File: config.mk
export PLATFORM = sky130hd
export DESIGN_NAME = stream_reduce
export DESIGN_NICKNAME = d
export VERILOG_FILES = /design/src/rtl/stream_reduce.sv
export SDC_FILE = /design/constraint.sdc
export NUM_CORES = 1
export LEC_CHECK = 0
export CORE_MARGIN = 3
export CORE_UTILIZATION = 30
export DETAILED_ROUTE_END_ITERATION = 10
export PLACE_DENSITY_LB_ADDON = 0.25
export REMOVE_ABC_BUFFERS = 1
export SLEW_MARGIN = 30
export SYNTH_ARGS = -nofsm -noshare
export SYNTH_HDL_FRONTEND = slang
export SYNTH_SLANG_ARGS = --single-unit
File: constraint.sdc
create_clock -name clk -period 8 [get_ports clk]
set_clock_uncertainty 0.1 [all_clocks]
set_input_delay 1.6 -clock clk [delete_from_list [all_inputs] [get_ports clk]]
set_output_delay 1.6 -clock clk [all_outputs]
set_load 0.05 [all_outputs]
File: src/rtl/stream_reduce.sv
// Streaming group reducer: sum/min/max/count over groups closed by GROUP_LEN or in_last.
// Optional feature: define REDUCE_SAT_EN to saturate the sum result to the W-bit signed range.
module stream_reduce #(
    parameter  int W         = 32,
    parameter  int GROUP_LEN = 4,
    localparam int CNT_W     = $clog2(GROUP_LEN + 1)
) (
    input  logic                clk,
    input  logic                reset,
    input  logic                enable,
    input  logic [1:0]          op,
    input  logic                in_valid,
    input  logic signed [W-1:0] in,
    input  logic                in_last,
    output logic                delay_,
    output logic                valid,
    output logic signed [W-1:0] out,
    output logic [CNT_W-1:0]    out_count,
    input  logic                _delay
);

    localparam int AW = W + CNT_W;

    typedef enum logic {ACC, EMIT} state_t;

    state_t                state, state_next;
    logic signed [AW-1:0]  acc, acc_new, sample_ext;
    logic signed [W-1:0]   min_q, max_q, min_new, max_new, result, sum_res;
    logic [CNT_W-1:0]      cnt, cnt_new;
    logic [1:0]            op_q, op_new;
    logic                  first, accept, close, consume;
    logic                  valid_next, delay_next;
    logic signed [W-1:0]   out_next;
    logic [CNT_W-1:0]      count_next;

`ifdef REDUCE_SAT_EN
    localparam logic signed [AW-1:0] SAT_MAX = {{(CNT_W + 1){1'b0}}, {(W - 1){1'b1}}};
    localparam logic signed [AW-1:0] SAT_MIN = {{(CNT_W + 1){1'b1}}, {(W - 1){1'b0}}};
`endif

    // Candidate group state assuming the current sample is accepted.
    always_comb begin
        first      = (cnt == '0);
        accept     = in_valid && !delay_ && enable && (state == ACC);
        consume    = (state == EMIT) && enable && valid && !_delay;
        sample_ext = {{CNT_W{in[W-1]}}, in};
        acc_new    = first ? sample_ext : acc + sample_ext;
        min_new    = (first || (in < min_q)) ? in : min_q;
        max_new    = (first || (in > max_q)) ? in : max_q;
        cnt_new    = first ? CNT_W'(1) : cnt + 1'b1;
        op_new     = first ? op : op_q;
        close      = in_last || (cnt_new == CNT_W'(GROUP_LEN));

`ifdef REDUCE_SAT_EN
        if (acc_new > SAT_MAX)
            sum_res = {1'b0, {(W - 1){1'b1}}};
        else if (acc_new < SAT_MIN)
            sum_res = {1'b1, {(W - 1){1'b0}}};
        else
            sum_res = acc_new[W-1:0];
`else
        sum_res = acc_new[W-1:0];
`endif

        result = sum_res;
        case (op_new)
            2'b01:   result = min_new;
            2'b10:   result = max_new;
            2'b11:   result = W'(cnt_new);
            default: result = sum_res;
        endcase
    end

    // NOTE: state is written with non-blocking assignments only; comb blocks use blocking.
    always_ff @(posedge clk or posedge reset) begin
        if (reset) begin
            acc   <= '0;
            min_q <= '0;
            max_q <= '0;
            cnt   <= '0;
            op_q  <= '0;
        end else if (accept) begin
            acc   <= acc_new;
            min_q <= min_new;
            max_q <= max_new;
            cnt   <= cnt_new;
            op_q  <= op_new;
        end else if (consume) begin
            cnt <= '0;
        end
    end

    always_ff @(posedge clk or posedge reset) begin
        if (reset) state <= ACC;
        else       state <= state_next;
    end

    always_comb begin
        state_next = state;
        case (state)
            ACC:     if (accept && close) state_next = EMIT;
            EMIT:    if (consume)         state_next = ACC;
            default: state_next = ACC;
        endcase
    end

    // Next values of the registered outputs; a result is only retired once it was seen valid.
    always_comb begin
        valid_next = valid;
        delay_next = delay_;
        out_next   = out;
        count_next = out_count;
        if (!enable) begin
            valid_next = 1'b0;
            delay_next = 1'b1;
        end else begin
            case (state)
                ACC: begin
                    valid_next = 1'b0;
                    delay_next = 1'b0;
                    if (accept && close) begin
                        valid_next = 1'b1;
                        delay_next = 1'b1;
                        out_next   = result;
                        count_next = cnt_new;
                    end
                end
                EMIT: begin
                    valid_next = !consume;
                    delay_next = !consume;
                end
                default: begin
                    valid_next = 1'b0;
                    delay_next = 1'b0;
                end
            endcase
        end
    end

    always_ff @(posedge clk or posedge reset) begin
        if (reset) begin
            valid     <= 1'b0;
            delay_    <= 1'b0;
            out       <= '0;
            out_count <= '0;
        end else begin
            valid     <= valid_next;
            delay_    <= delay_next;
            out       <= out_next;
            out_count <= count_next;
        end
    end

endmodule

==> results of run 1 <==
==> synth_stat cells, types with 6 or more instances <==
library cell,n
a211oi_1,12
a21o_1,20
a21oi_1,96
a31oi_1,17
and2_1,6
buf_1,7
buf_2,7
clkbuf_1,42
dfrtp_1,139
ha_1,97
inv_1,75
mux2i_1,25
nand2_1,214
nand2b_1,9
nand3_1,23
nand4_1,11
nor2_1,80
nor2b_1,11
nor3_1,30
o211ai_1,16
o21a_1,12
o21ai_0,145
o21ai_1,6
o22ai_1,9
o311ai_0,7
o31ai_1,11
xnor2_1,12
xor2_1,13
==> sequential cells by signal (all words and copies together), names as in the netlist <==
register	count
state	1
out	32
delay_	1
min_q	32
out_count	3
cnt	3
op_q	2
acc	32
max_q	32
valid	1
==> logic make-up (layout without fill, tap and decap cells) <==
kind of cell / after synthesis / count (layout) / share of synthesized area, %
adders and majority gates: 98 / 98 / 12.3
xor gates and xnor gates: 25 / 25 / 2.18
muxes: 28 / 28 / 2.83
buffers and inverters: 136 / 200 / 5.40
AOI/OAI and AO/OA: 408 / 408 / 25.1
DFF: 139 / 139 / 34.7
and+or+nand+nor: 406 / 406 / 17.5
==> final cells by class <==
| type | instances | area, um2 |
|---|---|---|
| clock inverter | 15 | 143 |
| clock buffer | 17 | 425 |
| fill | 3466 | 20900 |
| sequential | 139 | 3480 |
| tap | 442 | 553 |
| timing repair buffer | 93 | 908 |
| multi-input combinational | 965 | 6070 |
| inverter | 75 | 287 |
==> worst paths after layout <==
path                                        end  cells past startpoint  slack, ns             startpoint
min in group asynchronous   acc[23]$_DFFE_PP0P_                      2       1.60                  reset
max reg2reg                min_q[0]$_DFFE_PP0P_                     11       3.90  min_q[19]$_DFFE_PP0P_
max in group asynchronous    out[8]$_DFFE_PP0P_                      3       4.91                  reset
max                        min_q[0]$_DFFE_PP0P_                     11       2.44                 in[19]
min reg2reg                 out[18]$_DFFE_PP0P_                      2       0.37    out[18]$_DFFE_PP0P_
min                         out[18]$_DFFE_PP0P_                      2       0.37    out[18]$_DFFE_PP0P_
==> cell usage in the layout, fill, tap and decap left out, types with 19 or more instances in the layout <==
cell type	n
ha_1	97
dfrtp_1	139
a21oi_1	96
o21ai_0	145
inv_1	74
nand2_1	213
nor3_1	30
nor2_1	80
mux2i_1	24
clkdlybuf4s50_1	76
nand3_1	23
a21o_1	19
==> metal layers <==
| layer | part of all wire, % | up-vias | GRT usage [%] |
|---|---|---|---|
| li1 | - | 4524 | - |
| met4 | 2.5 | 2 | 6.53 |
| met3 | 4.8 | 43 | 3.30 |
| met5 | 0.027 | - | 0 |
| met1 | 48 | 4479 | 26.9 |
| met2 | 45 | 236 | 30.2 |
==> power groups by stage <==
stage,registers [mW],logic (mW),clock network [mW]
final,1.23,3.41,0.798
after global routing,1.27,3.77,0.847
after CTS,1.23,3.40,0.814
after detailed placement,1.24,3.38,0
after global placement,1.23,3.36,0
after floorplan,1.48,2.03,0
==> critical path: cells and delay by family <==
kind,cells,cell delay [ns]
fa+ha+maj,1,0.32
mux,1,0.37
compound gates,6,1.88
simple gates,1,0.52
buf+inv,2,1.09
==> results.sh, run 1 <==
export IMPL_grt_max_degree=86
export IMPL_critical_path_cell_chain="clkdlybuf4s50_1 -> ha_1 -> a21oi_1 -> o21ai_0 -> a2111oi_1 -> o21ai_0 -> a21oi_2 -> a21o_2 -> and2_2 -> buf_4 -> mux2_2"
export IMPL_power_per_cell_area_mw_per_mm2=458
export IMPL_synth_cell_types=73
export IMPL_grt_pass1_wl_mm=53.3
export IMPL_dieHeight_um=189
export IMPL_grt_antenna_before_repair=1
export IMPL_critPathRequiredTime_ns=8.24
export IMPL_syn_inst=1240
export IMPL_flop_and_latch_count_out_of_synthesis=139
export IMPL_maxSlewViolCount=0
export IMPL_status="complete, no violations"
export IMPL_drt_first_iter_violations=729
export IMPL_timing_final_crit_period_ns=5.56
export IMPL_type_of_the_worst_setup_path="primary input to register"
export IMPL_crit_path_max_incr_delay_ns=0.80
export IMPL_number_of_synthesized_flops_with_an_enable_pin=0
export IMPL_irDropWorstVdd_uv=247
export IMPL_cp_slowest_cell="a2111oi_1"
export IMPL_finalSetupTns_ns=0
export IMPL_finish_instance_area_mm2=0.0119
export IMPL_synth_warnings=0
export IMPL_place_worst_setup_slack_ns=1.90
export IMPL_hold_buffers=0
export IMPL_cts_made_buffers=17
export IMPL_max_clock_freq_mhz=180
export IMPL_power_share_switching_pct=51.7
export IMPL_final_period_utilization_pct=69.5
export IMPL_worst_path_max_fanout=33
export IMPL_clock_tree_root_cell="clkbuf_16"
export IMPL_global_route_usage_total_pct=19.3
export IMPL_layout_setup_ws_ns=2.44
export IMPL_die_area_mm2=0.0357
export IMPL_port_buffers=76
export IMPL_critPathCaptureType="register"
export IMPL_ys_seq_area_share_pct=34.7
export IMPL_rsz0062_at_grt="no"
export IMPL_power_report_internal_total_mw=2.62
export IMPL_yosysTopAreaCellShare_pct=34.7
export IMPL_synth_top_cells_by_area="dfrtp_1 35%, ha_1 12%, nand2_1 8.0%"
export IMPL_gp_congestion=0.900
export IMPL_io_pins=77
export IMPL_post_dp_hpwl_mm=23.8
export IMPL_detailedRoute_firstPassIterationCount=5
export IMPL_dominantRegCellSynth="dfrtp_1"
export IMPL_power_frac_clock_pct=14.7
export IMPL_post_drt_wl_per_cell_um=19.4
export IMPL_grt_pass1_vias=8947
export IMPL_cp_data_arrival_time_ns=5.80
export IMPL_yosysTopAreaCell="dfrtp_1"
export IMPL_final_core_utilization_pct=36.2
export IMPL_synthToLayoutAreaGrowth_pct=18.2
export IMPL_cell_area_after_technology_mapping_mm2=0.0100
export IMPL_tritoncts_clock_tree="built"
export IMPL_worst_slew_margin_rel_pct=36.8
export IMPL_p_leak_nw=5.22
export IMPL_p_switching_mw=2.81
export IMPL_tightestPinTransition_ns=0.945
export IMPL_start_util_pct=30.6
export IMPL_critPathLaunchType="primary input"
export IMPL_min_path_type="register to register"
export IMPL_fp_dieW_um=189
export IMPL_antennaDiodeCount=0
export IMPL_max_cap_viols=0
export IMPL_route_antenna_remaining_nets=0
export IMPL_synth_area_per_cell_um2=8.10
export IMPL_cts_buffer_depth=2
export IMPL_placed_cells_incl_taps=1713
export IMPL_core_area_mm2=0.0328
export IMPL_drive_gt1_share_pct=5.52
export IMPL_number_of_placement_rows=66
export IMPL_clock_tree_htree_level_count=4
export IMPL_pwr_share_seq_pct=22.6
export IMPL_vias=9284
export IMPL_post_cts_buffers=0
export IMPL_area_after_dpl_mm2=0.0113
export IMPL_total_power_mw=5.43
export IMPL_clkLatencyLatePin_ns=0.45
export IMPL_drc_errors=0
export IMPL_routed_wl_mm=33.9
export IMPL_setup_violations_final=0
export IMPL_count_of_nets_after_finishing=1429
export IMPL_finalNonFillerCells=1746
export IMPL_critPathMostFrequentCell="o21ai_0"
export IMPL_clock_tree_sinks=139
export IMPL_p_comb_share_pct=62.7
export IMPL_vias_per_cell=5.32
export IMPL_clkSlewWorstSetupHoldPaths_ns=0.08
export IMPL_grt_ovf=0
export IMPL_hold_viol_final=0
export IMPL_fin_hold_ws_ns=0.373
export IMPL_ys_async_sr_fraction_pct=100
export IMPL_postCtsResizedCells=0
Power figures use the tool's default switching activity.
==> run 2: changes to the inputs <==
==> constraint.sdc (replaced) <==
create_clock -name clk -period 4.55 [get_ports clk]
set_clock_uncertainty 0.1 [all_clocks]
set_input_delay 0.91 -clock clk [delete_from_list [all_inputs] [get_ports clk]]
set_output_delay 0.91 -clock clk [all_outputs]
set_load 0.05 [all_outputs]
==> run 2 against run 1 <==
  * Sequential cell count unchanged
  * Combinational power grew 89%
  * Register-to-register slack worse by 3.2 ns
  * Power increased by 86%
  * Die area did not move
  * Core utilization grew 2.0 points
  * Worst setup slack got worse by 2.2 ns
  * Sequential share of layout area is 1.5 points lower
  * Count of clock-buffer cells in the layout grew 2
  * Non-clock buffer count grew 74
  * Sequential power up 76%
  * Final area increased by 5.6%
  * Critical endpoint is now min_q[20]$_DFFE_PP0P_
==> results.sh, run 2 (same netlist as run 1, synthesis figures left out) <==
export IMPL_status="complete, no violations"
export IMPL_area_of_combinational_cells_with_multiple_inputs_mm2=0.00607
export IMPL_vias_per_cell=5.21
export IMPL_postCtsResizedCells=0
export IMPL_irDropWorstVdd_uv=350
export IMPL_grt_pass1_vias=9339
export IMPL_count_of_nets_after_finishing=1503
export IMPL_seqCellArea_mm2=0.00348
export IMPL_io_pins=77
export IMPL_drive_gt1_share_pct=10.5
export IMPL_timing_final_crit_period_ns=4.32
export IMPL_max_clock_freq_mhz=232
export IMPL_post_cts_buffers=0
export IMPL_die_area_mm2=0.0357
export IMPL_detail_route_wirelength_met1_mm=15.9
export IMPL_post_drt_wl_per_cell_um=18.6
export IMPL_power_frac_clock_pct=14.9
export IMPL_worst_path_max_fanout=24
export IMPL_fillcell_total=3372
export IMPL_finish_instance_area_mm2=0.0125
export IMPL_critPathRequiredTime_ns=4.77
export IMPL_drt_first_iter_violations=623
export IMPL_route_antenna_remaining_nets=0
export IMPL_global_route_usage_total_pct=19.3
export IMPL_detailedRoute_firstPassIterationCount=5
export IMPL_maxSlewViolCount=0
export IMPL_port_buffers=76
export IMPL_p_leak_nw=5.61
export IMPL_layout_cells_most_common="nand2_1"
export IMPL_tightestPinTransition_ns=0.924
export IMPL_final_core_utilization_pct=38.2
export IMPL_grt_max_degree=77
export IMPL_synthToLayoutAreaGrowth_pct=24.8
export IMPL_timing_reg2reg_setup_slack_ns=0.74
export IMPL_hold_buffers=0
export IMPL_top_layer="met4"
export IMPL_reg2reg_depth=13
export IMPL_core_area_mm2=0.0328
export IMPL_fp_dieW_um=189
export IMPL_crit_start="in[17]"
export IMPL_clock_tree_sinks=139
export IMPL_critPathCaptureType="register"
export IMPL_critPathLaunchType="primary input"
export IMPL_routed_wl_mm=33.8
export IMPL_clock_tree_htree_level_count=4
export IMPL_cts_buffer_depth=2
export IMPL_antennaDiodeCount=0
export IMPL_setup_violations_final=0
export IMPL_cp_data_arrival_time_ns=4.53
export IMPL_most_common_layout_cells="214 x nand2_1, 145 x o21ai_0, 139 x dfrtp_1, 97 x ha_1, 96 x a21oi_1"
export IMPL_cts_made_buffers=17
export IMPL_reg2reg_from="min_q[19]$_DFFE_PP0P_"
export IMPL_number_of_placement_rows=66
export IMPL_vias=9482
export IMPL_dieHeight_um=189
export IMPL_grt_antenna_before_repair=0
export IMPL_post_dp_hpwl_mm=25.6
export IMPL_power_per_cell_area_mw_per_mm2=806
export IMPL_type_of_the_worst_setup_path="primary input to register"
export IMPL_p_comb_share_pct=63.8
export IMPL_start_util_pct=30.6
export IMPL_grt_pass1_wl_mm=54.1
export IMPL_setup_worst_path_end="min_q[20]$_DFFE_PP0P_"
export IMPL_clkLatencyLatePin_ns=0.44
export IMPL_area_after_dpl_mm2=0.0119
export IMPL_met2_wirelength_mm=14.9
export IMPL_finalNonFillerCells=1820
export IMPL_final_period_utilization_pct=94.9
export IMPL_min_path_type="register to register"
export IMPL_rsz0062_at_grt="no"
export IMPL_dr_wl_met3_mm=2.11
export IMPL_clock_tree_root_cell="clkbuf_16"
export IMPL_grt_ovf=0
export IMPL_p_switching_mw=4.94
export IMPL_tritoncts_clock_tree="built"
export IMPL_critical_path_reg2reg_endpoint="min_q[20]$_DFFE_PP0P_"
export IMPL_hold_viol_final=0
export IMPL_gp_congestion=0.926
export IMPL_clkSlewWorstSetupHoldPaths_ns=0.07
export IMPL_pwr_share_seq_pct=21.4
export IMPL_power_report_internal_total_mw=5.16
export IMPL_placed_cells_incl_taps=1788
export IMPL_drc_errors=0
export IMPL_worst_slew_margin_rel_pct=38.2
export IMPL_power_share_switching_pct=48.9
export IMPL_max_cap_viols=0
==> run 2: cell types whose count changed in the layout (fill, tap and decap cells not counted), moves of 2 or more <==
cell,delta
bufinv_16,+3
clkinv_4,+2
clkbuf_8,+2
inv_6,-6
clkinvlp_4,+2
buf_4,+69
clkinv_2,+2
buf_12,+6
inv_8,-5
==> run 2: area by class of cell <==
| cell class | count | area share (%) |
|---|---|---|
| multi-input cells | 965 | 48.5 |
| repair buffers | 167 | 12.1 |
| well taps | 442 | 4.42 |
| flip-flops and latches | 139 | 27.8 |
| clock inverters | 13 | 1.33 |
| inverters | 75 | 2.29 |
| clock buffers | 19 | 3.62 |
==> run 2: power by group through the flow <==
| stage | logic (mW) | registers, mW | clock network [mW] |
|---|---|---|---|
| floorplan | 3.57 | 2.60 | 0 |
| global route | 7.12 | 2.23 | 1.58 |
| finish | 6.44 | 2.16 | 1.50 |
| CTS | 6.43 | 2.16 | 1.53 |
| detailed placement | 6.39 | 2.18 | 0 |
| global placement | 6.33 | 2.17 | 0 |
==> run 2: worst min-delay path by stage <==
stage	start	endpoint	slack, ns	cells past startpoint
4_1_cts	acc[18]$_DFFE_PP0P_	acc[18]$_DFFE_PP0P_	0.38	2
6_report	out[17]$_DFFE_PP0P_	out[17]$_DFFE_PP0P_	0.37	2
3_3_place_gp	acc[18]$_DFFE_PP0P_	acc[18]$_DFFE_PP0P_	0.35	2
3_5_place_dp	acc[18]$_DFFE_PP0P_	acc[18]$_DFFE_PP0P_	0.36	2
2_1_floorplan	acc[18]$_DFFE_PP0P_	acc[18]$_DFFE_PP0P_	0.34	2
5_1_grt	out[20]$_DFFE_PP0P_	out[20]$_DFFE_PP0P_	0.41	2
==> run 2: metal layers <==
metal / global-route usage (%) / up-vias
li1: - / 4676
met1: 26.8 / 4493
met2: 29.9 / 263
met3: 4.07 / 50
met4: 6.56 / 0
met5: 0 / -
==> run 2: critical path: stages <==
cell and delay, ns:
clkdlybuf4s50_1 0.44, ha_1 0.32, a21oi_1 0.19, o21ai_0 0.12
a2111oi_1 0.87, buf_4 0.23, o21ai_0 0.11, a21oi_2 0.26
a21o_2 0.20, buf_12 0.15, and2_2 0.31, buf_4 0.30
o21ai_0 0.11
==> run 2: per-stage QoR <==
step	worst slack (ns)	total power [mW]	hold slack, ns	setup TNS (ns)
2_1_floorplan	-1.65	6.16	0.343	-65.88
3_3_place_gp	-0.447	8.50	0.353	-22.22
3_5_place_dp	-0.143	8.57	0.364	-3.69
4_1_cts	0.309	10.1	0.378	0
5_1_grt	0.00429	10.9	0.411	0
6_report	0.231	10.1	0.373	0
==> run 3: changes to the inputs <==
--- a/config.mk
+++ b/config.mk
@@ -6,7 +6,7 @@
 export NUM_CORES = 1
 export LEC_CHECK = 0
 export CORE_MARGIN = 3
-export CORE_UTILIZATION = 30
+export CORE_UTILIZATION = 54
 export DETAILED_ROUTE_END_ITERATION = 10
 export PLACE_DENSITY_LB_ADDON = 0.25
 export REMOVE_ABC_BUFFERS = 1
==> run 3 against run 2 <==
  * Sequential share of layout area grew 0.84 points
  * Wire length fell by 6.9%
  * Non-clock buffer count is 11 lower
  * Hold slack better by 0.0034 ns
  * Combinational power is 0.9% lower
  * Sequential power barely moved
  * First-iteration DRC count increased by 67%
  * Fmax is 0.37% lower
  * Count of clock-buffer cells in the layout rose by 6
  * Register-to-register slack improved by 0.23 ns
  * Cell count fell by 12%
  * Critical path type unchanged
  * Critical endpoint is now out[29]$_DFFE_PP0P_
  * Largest cell class unchanged
  * Highest routed layer unchanged
==> results.sh, run 3 (same netlist as run 1, synthesis figures left out) <==
export IMPL_status="complete, no violations"
export IMPL_number_of_placement_rows=49
export IMPL_timing_final_crit_period_ns=4.34
export IMPL_global_route_usage_total_pct=31.5
export IMPL_die_area_mm2=0.0203
export IMPL_vias_per_cell=6.23
export IMPL_hold_buffers=0
export IMPL_worst_slew_margin_rel_pct=41.2
export IMPL_clock_tree_htree_level_count=4
export IMPL_antennaDiodeCount=0
export IMPL_tightestPinTransition_ns=0.865
export IMPL_grt_ovf=0
export IMPL_clock_tree_sinks=139
export IMPL_power_frac_clock_pct=14.4
export IMPL_core_area_mm2=0.0181
export IMPL_cp_data_arrival_time_ns=4.61
export IMPL_count_of_nets_after_finishing=1492
export IMPL_post_dp_hpwl_mm=22.7
export IMPL_port_buffers=76
export IMPL_setup_violations_final=0
export IMPL_area_after_dpl_mm2=0.0116
export IMPL_worst_path_max_fanout=7
export IMPL_clkSlewWorstSetupHoldPaths_ns=0.06
export IMPL_post_cts_buffers=0
export IMPL_type_of_the_worst_setup_path="primary input to register"
export IMPL_pwr_share_seq_pct=21.7
export IMPL_irDropWorstVdd_uv=457
export IMPL_post_drt_wl_per_cell_um=19.7
export IMPL_rsz0062_at_grt="no"
export IMPL_route_antenna_remaining_nets=0
export IMPL_critPathRequiredTime_ns=4.83
export IMPL_routed_wl_mm=31.4
export IMPL_drc_errors=0
export IMPL_p_comb_share_pct=63.8
export IMPL_cts_made_buffers=17
export IMPL_power_share_switching_pct=48.9
export IMPL_p_leak_nw=5.55
export IMPL_grt_max_degree=80
export IMPL_io_pins=77
export IMPL_max_cap_viols=0
export IMPL_tritoncts_clock_tree="built"
export IMPL_critPathCaptureType="register"
export IMPL_power_report_internal_total_mw=5.11
export IMPL_grt_pass1_vias=9498
export IMPL_finalSetupTns_ns=0
export IMPL_detailedRoute_firstPassIterationCount=6
export IMPL_max_clock_freq_mhz=231
export IMPL_fp_dieW_um=142
export IMPL_critPathLaunchType="primary input"
export IMPL_dieHeight_um=142
export IMPL_final_period_utilization_pct=95.3
export IMPL_grt_antenna_before_repair=0
export IMPL_min_path_type="register to register"
export IMPL_layout_cells_most_common="nand2_1"
export IMPL_synthToLayoutAreaGrowth_pct=21.1
export IMPL_vias=9937
export IMPL_postCtsResizedCells=0
export IMPL_grt_pass1_wl_mm=50.3
export IMPL_power_per_cell_area_mw_per_mm2=822
export IMPL_maxSlewViolCount=0
export IMPL_finish_instance_area_mm2=0.0122
export IMPL_clkLatencyLatePin_ns=0.44
export IMPL_hold_viol_final=0
export IMPL_p_switching_mw=4.89
export IMPL_most_common_layout_cells="214 x nand2_1, 145 x o21ai_0, 139 x dfrtp_1, 97 x ha_1, 96 x a21oi_1"
export IMPL_drt_first_iter_violations=1038
export IMPL_cts_buffer_depth=2
export IMPL_drive_gt1_share_pct=9.36
export IMPL_start_util_pct=55.5
export IMPL_gp_congestion=1.01
export IMPL_clock_tree_root_cell="clkbuf_16"
run 3: cell types whose count changed in the layout (fill, tap and decap cells not counted), sizes merged:
cell      before  now
inv           77   75
clkinv         5    4
clkinvlp       3    0
clkbuf        19   25
buf           91   80
run 3: metal layers:
metal	part of all wire, %	routed length, um	global-route usage [%]
met2	45	14000	48.7
met3	9.1	2870	6.99
met5	0	0	0
met4	4.2	1320	12.3
met1	42	13200	43.4
run 3: through the flow:
stage,instances,power [mW],hold WS (ns),util (%),worst slack (ns)
after global routing,1596,10.7,0.406,67.2,0.125
final,1596,10.0,0.376,67.2,0.214
after detailed placement,1564,8.39,0.363,64.0,-0.0533
after CTS,1596,9.89,0.385,67.2,0.346
after global placement,1564,8.23,0.354,64.0,0.0885
after floorplan,1179,6.16,0.343,-,-1.65
run 3: worst max-delay path: stages:
cell,delay [ns]
clkdlybuf4s50_1,0.68
ha_1,0.32
a21oi_1,0.19
o21ai_0,0.11
a2111oi_0,0.46
buf_4,0.22
o21ai_0,0.23
a21oi_2,0.25
buf_4,0.15
mux2i_1,0.07
a2111oi_0,0.53
o21ai_0,0.16
a21oi_1,0.17
a22o_1,0.16
run 3: cell type report:
type	count	area [um2]
multi-input cells	965	6070
clock buffers	25	475
repair buffers	156	1450
flip-flops and latches	139	3480
inverters	75	287
fillers	1512	5930
well taps	229	287
clock inverters	7	114
run 3: power by group through the flow:
stage	registers [mW]	clock network [mW]	logic [mW]
5_1_grt	2.23	1.51	6.95
4_1_cts	2.16	1.45	6.27
6_report	2.17	1.44	6.38
2_1_floorplan	2.60	0	3.57
3_5_place_dp	2.18	0	6.21
3_3_place_gp	2.16	0	6.07
run 3: final timing paths:
check                                      start                     to  slack, ns  cells after the start
hold reg to reg               out[3]$_DFFE_PP0P_     out[3]$_DFFE_PP0P_       0.38                      2
hold / removal                out[3]$_DFFE_PP0P_     out[3]$_DFFE_PP0P_       0.38                      2
max in group asynchronous                  reset    acc[18]$_DFFE_PP0P_       2.65                      3
setup / recovery                          in[17]    out[29]$_DFFE_PP0P_       0.21                     14
min in group asynchronous                  reset  min_q[22]$_DFFE_PP0P_       0.88                      2
setup reg to reg           min_q[17]$_DFFE_PP0P_    out[29]$_DFFE_PP0P_       0.97                     14
